$ cat src/rtl/div_ctrl_pkg.sv
// Shared state encoding and handshake constants for the radix-2 divider (div_ctrl).
package div_ctrl_pkg;

    localparam int DIV_DATA_W = 32;

    typedef enum logic [1:0] {
        DIV_FREE   = 2'b00,
        DIV_BYZERO = 2'b01,
        DIV_ON     = 2'b10,
        DIV_END    = 2'b11
    } div_state_e;

    localparam logic DIV_RESULT_READY     = 1'b1;
    localparam logic DIV_RESULT_NOT_READY = 1'b0;
    localparam logic DIV_START            = 1'b1;
    localparam logic DIV_STOP             = 1'b0;

endpackage

$ cat src/rtl/div_ctrl_step.sv
// One restoring-division iteration on the {rem, quot} work register: shift left, trial subtract.
module div_ctrl_step
    import div_ctrl_pkg::*;
#(
    parameter int DATA_W = DIV_DATA_W
) (
    input  logic [2*DATA_W:0]  work_in,
    input  logic [DATA_W-1:0]  divisor,
    output logic [2*DATA_W:0]  work_out
);

    logic [DATA_W+1:0] rem_shift_s;
    logic [DATA_W+1:0] diff_s;
    logic              ge_s;

    // Shifted remainder taken one bit wider so the trial difference carries its own sign.
    always_comb begin
        rem_shift_s = work_in[2*DATA_W:DATA_W-1];
        diff_s      = rem_shift_s - {2'b00, divisor};
        ge_s        = ~diff_s[DATA_W+1];
        if (ge_s) begin
            work_out = {diff_s[DATA_W:0], work_in[DATA_W-2:0], 1'b1};
        end else begin
            work_out = {rem_shift_s[DATA_W:0], work_in[DATA_W-2:0], 1'b0};
        end
    end

endmodule

$ cat src/rtl/div_ctrl.sv
// Multi-cycle radix-2 divider with start/ready sequencer; result_o = {remainder, quotient}.
// Optional macro DIV_EARLY_EXIT_EN: finish in one cycle when |dividend| < |divisor|.
module div_ctrl
    import div_ctrl_pkg::*;
#(
    parameter int DATA_W = DIV_DATA_W
) (
    input  logic                clk,
    input  logic                rst,
    input  logic                signed_div_i,
    input  logic [DATA_W-1:0]   opdata1_i,
    input  logic [DATA_W-1:0]   opdata2_i,
    input  logic                start_i,
    input  logic                annul_i,
    output logic [2*DATA_W-1:0] result_o,
    output logic                ready_o,
    output logic                busy_o
);

    localparam int              CNT_W    = $clog2(DATA_W) + 1;
    localparam logic [CNT_W-1:0] CNT_LAST = CNT_W'(DATA_W);
    localparam logic [CNT_W-1:0] CNT_ONE  = CNT_W'(1);

    function automatic logic [DATA_W-1:0] negate(input logic [DATA_W-1:0] v);
        return ~v + {{(DATA_W-1){1'b0}}, 1'b1};
    endfunction

    div_state_e         state_r;
    logic [CNT_W-1:0]   cnt_r;
    logic [2*DATA_W:0]  work_r;
    logic [2*DATA_W:0]  work_next_s;
    logic [DATA_W-1:0]  divisor_r;
    logic               qneg_r;
    logic               rneg_r;
    logic [DATA_W-1:0]  abs_a_s;
    logic [DATA_W-1:0]  abs_b_s;
    logic [DATA_W-1:0]  rem_raw_s;
    logic [DATA_W-1:0]  quot_fix_s;
    logic [DATA_W-1:0]  rem_fix_s;

    // Operand magnitudes for the signed case; DIVU passes raw values through.
    always_comb begin
        if (signed_div_i && opdata1_i[DATA_W-1]) begin
            abs_a_s = negate(opdata1_i);
        end else begin
            abs_a_s = opdata1_i;
        end
        if (signed_div_i && opdata2_i[DATA_W-1]) begin
            abs_b_s = negate(opdata2_i);
        end else begin
            abs_b_s = opdata2_i;
        end
    end

    // Sign fixup; the work register's top bit is always clear after the last step, a set bit saturates.
    always_comb begin
        rem_raw_s = work_r[2*DATA_W-1:DATA_W] | {DATA_W{work_r[2*DATA_W]}};
        if (qneg_r) begin
            quot_fix_s = negate(work_r[DATA_W-1:0]);
        end else begin
            quot_fix_s = work_r[DATA_W-1:0];
        end
        if (rneg_r) begin
            rem_fix_s = negate(rem_raw_s);
        end else begin
            rem_fix_s = rem_raw_s;
        end
    end

    div_ctrl_step #(.DATA_W(DATA_W)) u_step (
        .work_in  (work_r),
        .divisor  (divisor_r),
        .work_out (work_next_s)
    );

    // Sequencer: operand capture, iteration count, result hand-off and abort.
    always_ff @(posedge clk) begin
        if (rst) begin
            state_r   <= DIV_FREE;
            cnt_r     <= {CNT_W{1'b0}};
            work_r    <= {(2*DATA_W+1){1'b0}};
            divisor_r <= {DATA_W{1'b0}};
            qneg_r    <= 1'b0;
            rneg_r    <= 1'b0;
            result_o  <= {(2*DATA_W){1'b0}};
            ready_o   <= DIV_RESULT_NOT_READY;
            busy_o    <= 1'b0;
        end else if (annul_i) begin
            state_r  <= DIV_FREE;
            cnt_r    <= {CNT_W{1'b0}};
            result_o <= {(2*DATA_W){1'b0}};
            ready_o  <= DIV_RESULT_NOT_READY;
            busy_o   <= 1'b0;
        end else begin
            case (state_r)
                DIV_FREE: begin
                    result_o <= {(2*DATA_W){1'b0}};
                    ready_o  <= DIV_RESULT_NOT_READY;
                    if (start_i == DIV_START) begin
                        busy_o <= 1'b1;
                        if (opdata2_i == {DATA_W{1'b0}}) begin
                            state_r <= DIV_BYZERO;
`ifdef DIV_EARLY_EXIT_EN
                        end else if (abs_a_s < abs_b_s) begin
                            state_r  <= DIV_END;
                            result_o <= {opdata1_i, {DATA_W{1'b0}}};
                            ready_o  <= DIV_RESULT_READY;
`endif
                        end else begin
                            state_r   <= DIV_ON;
                            cnt_r     <= {CNT_W{1'b0}};
                            work_r    <= {{(DATA_W+1){1'b0}}, abs_a_s};
                            divisor_r <= abs_b_s;
                            qneg_r    <= signed_div_i & (opdata1_i[DATA_W-1] ^ opdata2_i[DATA_W-1]);
                            rneg_r    <= signed_div_i & opdata1_i[DATA_W-1];
                        end
                    end else begin
                        busy_o <= 1'b0;
                    end
                end
                DIV_BYZERO: begin
                    state_r  <= DIV_END;
                    result_o <= {(2*DATA_W){1'b0}};
                    ready_o  <= DIV_RESULT_READY;
                    busy_o   <= 1'b1;
                end
                DIV_ON: begin
                    busy_o <= 1'b1;
                    if (cnt_r == CNT_LAST) begin
                        state_r  <= DIV_END;
                        result_o <= {rem_fix_s, quot_fix_s};
                        ready_o  <= DIV_RESULT_READY;
                    end else begin
                        work_r <= work_next_s;
                        cnt_r  <= cnt_r + CNT_ONE;
                    end
                end
                DIV_END: begin
                    if (start_i == DIV_STOP) begin
                        state_r  <= DIV_FREE;
                        result_o <= {(2*DATA_W){1'b0}};
                        ready_o  <= DIV_RESULT_NOT_READY;
                        busy_o   <= 1'b0;
                    end else begin
                        busy_o <= 1'b1;
                    end
                end
                default: begin
                    state_r  <= DIV_FREE;
                    result_o <= {(2*DATA_W){1'b0}};
                    ready_o  <= DIV_RESULT_NOT_READY;
                    busy_o   <= 1'b0;
                end
            endcase
        end
    end

endmodule

$ cat config.mk
export PLATFORM = sky130hd
export DESIGN_NAME = div_ctrl
export DESIGN_NICKNAME = d
export VERILOG_FILES = /design/src/rtl/div_ctrl_pkg.sv /design/src/rtl/div_ctrl_step.sv /design/src/rtl/div_ctrl.sv
export SDC_FILE = /design/constraint.sdc
export NUM_CORES = 1
export LEC_CHECK = 0
export CAP_MARGIN = 40
export CELL_PAD_IN_SITES_DETAIL_PLACEMENT = 0
export CELL_PAD_IN_SITES_GLOBAL_PLACEMENT = 1
export CORE_ASPECT_RATIO = 0.75
export CORE_MARGIN = 5
export CORE_UTILIZATION = 46
export CTS_BUF_LIST = sky130_fd_sc_hd__clkbuf_2 sky130_fd_sc_hd__clkbuf_4 sky130_fd_sc_hd__clkbuf_8
export DETAILED_ROUTE_END_ITERATION = 16
export HOLD_SLACK_MARGIN = 0.02
export PLACE_DENSITY_LB_ADDON = 0.1
export REMOVE_ABC_BUFFERS = 1
export SLEW_MARGIN = 5
export SYNTH_ARGS = -nofsm -noshare
export SYNTH_HDL_FRONTEND = slang
export SYNTH_SLANG_ARGS = --single-unit
$ cat constraint.sdc
create_clock -name clk -period 10.95 [get_ports clk]
set_input_delay 3.285 -clock clk [delete_from_list [all_inputs] [get_ports clk]]
set_output_delay 3.285 -clock clk [all_outputs]
set_load 0.1 [all_outputs]
# After elaboration in Yosys (flattened, before gate mapping)
# Cells that the tools add are included.
dict set report totals {
  output_inout_bits 66
  in_bits 69
  regBits 173
  wordCells 74
}
dict set report classes {
  n_bitwise 10
  eq_ne 9
  muxes 26
  n_reduce_logical 14
  n_addsub 6
}
# cell n
set ops {}
lappend ops {{65-bit two-way mux} 4}
lappend ops {{64-bit case mux with 3 select lines} 1}
lappend ops {{65-bit case mux with 2 select lines} 1}
lappend ops {{32-bit by 1-bit adder with 32-bit output, second input constant} 4}
lappend ops {{32-bit two-way mux} 4}
lappend ops {{64-bit two-way mux} 2}
lappend ops {{32-bit NOT} 4}
lappend ops {{34-bit by 32-bit subtractor with 34-bit output} 1}
lappend ops {{32-bit logical NOT} 1}
lappend ops {{32-bit OR} 1}
lappend ops {{6-bit two-way mux} 3}
lappend ops {{6-bit case mux with 2 select lines} 1}
lappend ops {{2-bit inequality test, second input constant} 5}
lappend ops {{2-bit two-way mux} 4}
lappend ops {{2-bit case mux with 4 select lines} 1}
lappend ops {{4-bit AND reduction} 2}
lappend ops {{2-bit OR reduction} 4}
lappend ops {{6-bit by 1-bit adder with 6-bit output, second input constant} 1}
lappend ops {{6-bit == test, second input constant} 1}
lappend ops {{5-bit AND reduction} 1}
lappend ops {{2-bit == test, second input constant} 2}
lappend ops {{1-bit case mux with 4 select lines} 1}
lappend ops {{1-bit two-way mux} 3}
lappend ops {{3-bit AND reduction} 1}
lappend ops {{9 further kinds} 12}

# Longest topological paths before layout
# Gate-level depths: netlist of the first run.
dict set report depth {
  depth_word 6
  mapped_depth 14
  ltp_nobuf 12
}

# Modules after synthesis
# Synthesis of the first run repeated with hierarchy kept, for this count alone.
dict set report hier_totals {
  hier_cells 1616
  area_unflattened_um2 12589.6
}
# mod cells_each seq_area_each_um2 n_inst area_each_um2
set by_module_without_submodules {}
lappend by_module_without_submodules {div_ctrl 1279 3463.3 1 10143.5}
lappend by_module_without_submodules {div_ctrl_step 337 0.0 1 2446.1}

# Worst setup path after synthesis of the first run
# OpenSTA, ideal clock, no wires.
dict set report synth_path {
  path_kind {input-to-reg}
  startpoint {input port opdata2_i[0]}
  endpoint {register work_r[59]}
  n_path_buf 1
  t_required_ns 10.870
  t_arrival_ns 5.861
  slack_ns 5.009
  cell_stages 12
  setup_ns 0.080
  cell_sequence {inv_1 ha_1 or4b_2 nor4_2 nand4_1 a21o_1 o211ai_1 nor2_1 nor2_1 clkbuf_1 nand2_1 o211ai_1}
}
dict set report synth_between {
  elab_chain_cells 3
}
# item line
set synth_lines {}
lappend synth_lines {{start, declared} div_ctrl.sv:12} ;# input logic [DATA_W-1:0] opdata2_i,
lappend synth_lines {{32-bit logical NOT} div_ctrl.sv:101} ;# if (opdata2_i == {DATA_W{1'b0}}) begin
lappend synth_lines {{2-bit inequality test (no source line)} --}
lappend synth_lines {{5-bit AND reduction (no source line)} --}
lappend synth_lines {{end signal, assigned} div_ctrl.sv:81} ;# work_r <= {(2*DATA_W+1){1'b0}};
lappend synth_lines {{end signal, assigned} div_ctrl.sv:112} ;# work_r <= {{(DATA_W+1){1'b0}}, abs_a_s};
lappend synth_lines {{end signal, assigned} div_ctrl.sv:134} ;# work_r <= work_next_s;
lappend synth_lines {{end, declared} div_ctrl.sv:30} ;# logic [2*DATA_W:0] work_r;
# Every way passes these cells.
# A chain may end at the register's enable or synchronous reset.

# Worst setup path in the final report of the first run
dict set report layout_path {
  startpoint {input port opdata2_i[0]}
  endpoint {register divisor_r[13]}
}
dict set report layout_between {
  elab_chain_cells 3
  elab_cells_between_ends 6
  classes_between {1 x add/sub; 1 x mux; 2 x bitwise; 2 x reduce/logical}
}
# item line
set layout_lines {}
lappend layout_lines {{32-bit NOT / 32-bit logical NOT (equally long branches)} {div_ctrl.sv:25, div_ctrl.sv:101}}
lappend layout_lines {{32-bit by 1-bit adder with 32-bit output / 1-bit NOT (equally long branches)} --}
lappend layout_lines {{32-bit two-way mux / 4-bit AND reduction (equally long branches)} --}
lappend layout_lines {{end signal, assigned} div_ctrl.sv:82} ;# divisor_r <= {DATA_W{1'b0}};
lappend layout_lines {{end signal, assigned} div_ctrl.sv:113} ;# divisor_r <= abs_b_s;
lappend layout_lines {{end, declared} div_ctrl.sv:32} ;# logic [DATA_W-1:0] divisor_r;
# Parallel ways exist; a longest one is shown, timed or not.

==> results of run 1 <==
==> cell families (layout without fill, tap and decap cells) <==
family                   Yosys count  count (layout)  share of synthesized area
AO/OA/AOI/OAI                    412             412                      0.229
AND/OR/NAND/NOR                  560             560                      0.229
adder cells (fa/ha/maj)           43              43                     0.0494
buffers and inverters            133             305                     0.0453
multiplexers                      26              26                     0.0235
flip-flops                       173             173                      0.313
XOR/XNOR                         139             139                      0.110
==> worst reg2reg max path, cell delays in order, from the launching register on <==
cell,delay [ns]
dfxtp_1,0.51
ha_1,0.35
a21o_1,0.23
a211o_1,0.28
o21a_1,0.24
a21o_1,0.23
a21bo_2,0.24
a31oi_1,0.33
xnor2_2,0.15
buf_4,0.47
mux2i_1,0.30
o21ai_0,0.09
==> cell usage in the layout, fill, tap and decap left out, types with 8 or more instances in the layout <==
cell,n
a211oi_1,31
a21o_1,19
a21oi_1,112
a22oi_1,27
a31oi_1,8
buf_4,17
buf_8,67
clkbuf_8,21
clkdlybuf4s50_1,133
dfxtp_1,173
ha_1,41
inv_1,52
mux2i_1,26
nand2_1,241
nand2b_1,15
nand3_1,32
nand4_1,11
nor2_1,145
nor3_1,28
nor4_1,17
o211ai_1,11
o21ai_0,126
o31ai_1,25
o41ai_1,12
or3_1,12
or4_1,15
xnor2_1,82
xor2_1,56
==> flip-flops by register name, indices dropped and copies added, names as in the netlist <==
register	count
busy_o	1
cnt_r	6
divisor_r	32
qneg_r	1
ready_o	1
result_o	64
rneg_r	1
state_r	2
work_r	65
==> final cells by class <==
cell class | instances | area (um^2) | area share
Tap cell | 306 | 383 | 0.0271
Timing Repair Buffer | 221 | 2540 | 0.180
Inverter | 52 | 195 | 0.0138
Multi-Input combinational cell | 1180 | 7110 | 0.504
Clock buffer | 21 | 289 | 0.0205
Sequential cell | 173 | 3460 | 0.246
Clock inverter | 11 | 129 | 0.00914
==> path summary, 6_finish.rpt <==
check / slack [ns] / cells past startpoint / to / from
setup / recovery: 4.52 / 11 / divisor_r[13] / opdata2_i[0]
hold / removal: 0.46 / 2 / result_o[63] / result_o[63]
setup reg to reg: 7.41 / 11 / work_r[34] / work_r[35]
hold reg to reg: 0.46 / 2 / result_o[63] / result_o[63]
==> per-stage QoR <==
step           setup WS [ns]  utilization
6_report                4.52        0.593
5_1_grt                 4.14        0.593
4_1_cts                 4.54        0.593
3_5_place_dp            4.06        0.575
3_3_place_gp            4.12        0.530
2_1_floorplan           4.05            -
==> power by group <==
| part | leakage [nW] | switching [mW] | internal [mW] | total, mW |
|---|---|---|---|---|
| Clock | 0.209 | 0.244 | 0.229 | 0.473 |
| Combinational | 3.57 | 0.201 | 0.132 | 0.333 |
| Sequential | 1.40 | 0.0190 | 0.649 | 0.668 |
| Total | 5.19 | 0.464 | 1.01 | 1.47 |
==> metal layers <==
metal	track usage	part of all wire	up-vias
met1	0.368	0.54	5020
li1	-	-	5566
met3	0.0430	0.062	30
met2	0.309	0.39	310
met5	0	0	-
met4	0.0594	0.015	0
==> metrics.cfg, run 1 <==
[detailed_routing]
drc=0
avgViaCountPerCell=5.56
drt_iter0_drc=1051
postRouteAntennaNets=0
detailroute.via_count=10900
drt_first_pass_iters=5
routedWlPerCell_um=16.2
finalWirelength_um=31900

[global_route]
antenna_found_initial=0
overflow=0
grt_pass1_vias=9721
track_usage=0.230
grt_pass1_wl_um=51300
grt_max_degree=91

[timing]
final-max-slew-violation-count=0
min_period_ns=6.43
finalCritPeriodShare=0.587
max_freq_ghz=0.156
rsz0062_at_grt=no
whs_ns=0.455
tightest_slew_ns=0.887
max_slew_margin=0.409
setup_violations=0
hold_viol=0
final.setup_skew_ns=0.0191
tns_ns=0

[synthesis]
synth_top_area_cell=dfxtp_1
synth.area.top_cells=dfxtp_1, nand2_1, xnor2_1
ys_top_cells_by_count=nand2_1, dfxtp_1, nor2_1, o21ai_0, a21oi_1
syn_area_mm2=0.0111
ys_ff_latch=173
synth_warnings=0
syn_avg_cell_area_um2=7.44
synth.distinct_cells=61
postSynthCellCount=1486
synth_edf_count=0
ys_seq_area_frac=0.313
async_flop_share=0
ys.flop_type=dfxtp_1
netlist.area_leader.share=0.313
synth_most_common_cell=nand2_1

[clock_network]
htreeDepth=4
ctsResizeCount=0
cts_setup_buffers=0
path_clk_slew_ns=0.09
clock_sinks=173
cts_buffer_depth=2
cts_tree=yes
cts_made_buffers=17
cts_root_buf=clkbuf_8
postCtsHoldBufs=0
clk_latency_ns=0.48

[floorplan]
ios=135
initial_core_util=0.465
coreArea_mm2=0.0238
die_h_um=144
rows=49
dieArea_mm2=0.0273
die_w_um=189

[placed_design]
dpl-instance-area_mm2=0.0137
dpl.hpwl_um=24300
gp_congestion=0.863
dp.cells=1932
io_buffer_count=134

[layout]
n_antenna_cell=0
fin_area_mm2=0.0141
fin_cells=1964
nets=1757
nFillCells=2173
syn_to_final_growth_pct=27.6
drive_above_1_share=0.0850

[setup_path]
critical_path_required_ns=11.32
endpoint_kind=register
critical_path_buf_inv_count=3
worst_ep_arrival_time_ns=6.80
crit_type=in2reg
crit_family=simple AND/OR/NAND/NOR gates
max_stage_delay_ns=0.65
crit_path_start_kind=input port
path_max_fanout=21
crit_path_cell_trace=clkdlybuf4s50_1 -> inv_1 -> ha_1 -> or4b_2 -> nor4_2 -> nand4_1 -> nand2_1 -> or3_1 -> buf_4 -> nor2_1 -> a211oi_1
slowest_stage=or4b_2

[pwr]
leakagePower_nw=5.19
ir_worst_vdd_mv=0.0777
power.density_mw_per_mm2=105
total_power_mw=1.47

[run]
drv_cap=0

[run_status]
status=completed

[worst_hold_path]
hp-class=reg2reg

Power figures use the tool's default switching activity.
==> inputs of run 2 (changes only) <==
--- a/config.mk
+++ b/config.mk
@@ -10,7 +10,7 @@
 export CELL_PAD_IN_SITES_GLOBAL_PLACEMENT = 1
 export CORE_ASPECT_RATIO = 0.75
 export CORE_MARGIN = 5
-export CORE_UTILIZATION = 46
+export CORE_UTILIZATION = 43
 export CTS_BUF_LIST = sky130_fd_sc_hd__clkbuf_2 sky130_fd_sc_hd__clkbuf_4 sky130_fd_sc_hd__clkbuf_8
 export DETAILED_ROUTE_END_ITERATION = 16
 export HOLD_SLACK_MARGIN = 0.02
==> constraint.sdc (replaced) <==
create_clock -name clk -period 6 [get_ports clk]
set_input_delay 1.8 -clock clk [delete_from_list [all_inputs] [get_ports clk]]
set_output_delay 1.8 -clock clk [all_outputs]
set_load 0.1 [all_outputs]
==> run 2 against run 1 <==
  * Core utilization is 2.7 points lower
  * Via count decreased by 0.53%
  * Worst hold slack hardly changed
  * Register-to-register slack worse by 4.9 ns
  * Total power increased by 85%
  * Clock skew is essentially flat
  * Flip-flop and latch count is the same
  * Critical path type unchanged
  * Clock-buffer cell count up 1
  * First-iteration DRC count down 9.6%
==> metrics.cfg, run 2 (synthesis gave the netlist of run 1 again) <==
[run_status]
status=completed

[setup_path]
crit_type=in2reg
max_stage_delay_ns=0.64
path_max_fanout=31
crit_path_start_kind=input port
critical_path_required_ns=6.38
ff2ff_path_depth=11
worst_ep_arrival_time_ns=5.17
slowest_stage=or4b_2
endpoint_kind=register
crit_path_cell_trace=clkdlybuf4s50_1 -> inv_1 -> ha_1 -> or4b_2 -> nor4_2 -> nand4_1 -> a21o_1 -> o211ai_1 -> nor2_2 -> buf_4 -> o21a_1 -> a221oi_1

[layout]
drive_above_1_share=0.0850
nets=1758
largest_reg_flops=65
final_util=0.566
syn_to_final_growth_pct=28.8
top_regs=work_r x65, result_o x64, divisor_r x32
layout_common_cells=nand2_1, dfxtp_1, nor2_1, clkdlybuf4s50_1, o21ai_0
n_antenna_cell=0
layout_commonest_cell=nand2_1
fin_area_mm2=0.0142
nFillCells=2388
regMostFlops=work_r

[timing]
min_period_ns=4.79
hold_viol=0
final-max-slew-violation-count=0
setup_violations=0
tns_ns=0
max_slew_margin=0.445
rsz0062_at_grt=no
tightest_slew_ns=0.832
finalCritPeriodShare=0.799
whs_ns=0.455
max_freq_ghz=0.209
final.setup_skew_ns=0.0188

[global_route]
grt_max_degree=90
antenna_found_initial=0
grt_pass1_vias=10100
track_usage=0.222
overflow=0
grt_pass1_wl_um=53600

[clock_network]
postCtsHoldBufs=0
cts_setup_buffers=0
clock_sinks=173
cts_made_buffers=17
ctsResizeCount=0
cts_buffer_depth=2
clk_latency_ns=0.48
cts_tree=yes
path_clk_slew_ns=0.08
htreeDepth=4
cts_root_buf=clkbuf_8

[floorplan]
rows=50
coreArea_mm2=0.0251
dieArea_mm2=0.0290
die_h_um=149
initial_core_util=0.439
die_w_um=195
ios=135

[detailed_routing]
detailroute.via_count=10900
avgViaCountPerCell=5.44
drc=0
routedWlPerCell_um=16.4
postRouteAntennaNets=0
drt_first_pass_iters=5
finalWirelength_um=32700
drt_iter0_drc=950

[worst_hold_path]
hp-class=reg2reg
hold_depth=2

[placed_design]
dpl.hpwl_um=25000
gp_congestion=0.870
io_buffer_count=134
dpl-instance-area_mm2=0.0138

[run]
drv_cap=0

[pwr]
total_power_mw=2.72
power.density_mw_per_mm2=191
ir_worst_vdd_mv=0.144
leakagePower_nw=5.22

[run 2: cell types whose count changed in the layout (fill, tap and decap cells not counted), sizes merged]
cell,previous run,this run
bufinv,2,3
buf,88,89
clkbuf,21,22
clkinvlp,2,1
inv,55,53
[run 2: metrics by stage]
step	cells	worst slack (ns)
2_1_floorplan	1405	0.588
3_3_place_gp	1897	0.852
3_5_place_dp	1965	0.779
4_1_cts	1996	1.29
5_1_grt	1996	0.966
6_report	1996	1.21
[run 2: report_power, final]
part	leakage, nW	internal, mW	switching, mW
clock	0.216	0.454	0.436
sequential	1.40	1.18	0.0356
combinational	3.60	0.241	0.370
total	5.22	1.88	0.842
[run 2: worst max-delay path, delay by kind of cell]
kind	cells	cell delay [ns]
AO/OA/AOI/OAI	4	0.86
adder cells (fa/ha/maj)	1	0.18
buffers and inverters	3	0.78
AND/OR/NAND/NOR	4	1.54
[run 2: area by class of cell]
cell class	count	area (um^2)	area share
flip-flops and latches	173	3460	0.243
inverters	52	195	0.0137
clock inverters	9	134	0.00940
well taps	338	423	0.0297
multi-input cells	1180	7110	0.499
repair buffers	222	2620	0.184
clock buffers	22	290	0.0204
[run 2: per-layer routing]
metal  track usage  part of all wire  vias to the layer above
li1              -                 -                     5562
met1         0.360              0.55                     5003
met2         0.303              0.39                      286
met3        0.0447             0.060                       17
met4        0.0314            0.0066                        0
met5             0                 0                        -
[run 2: path summary, 6_finish.rpt]
kind,slack [ns],endpoint,startpoint
min,0.45,result_o[61],result_o[61]
max,1.21,work_r[0],opdata2_i[0]
max reg2reg,2.52,work_r[33],work_r[35]
min reg2reg,0.45,result_o[61],result_o[61]
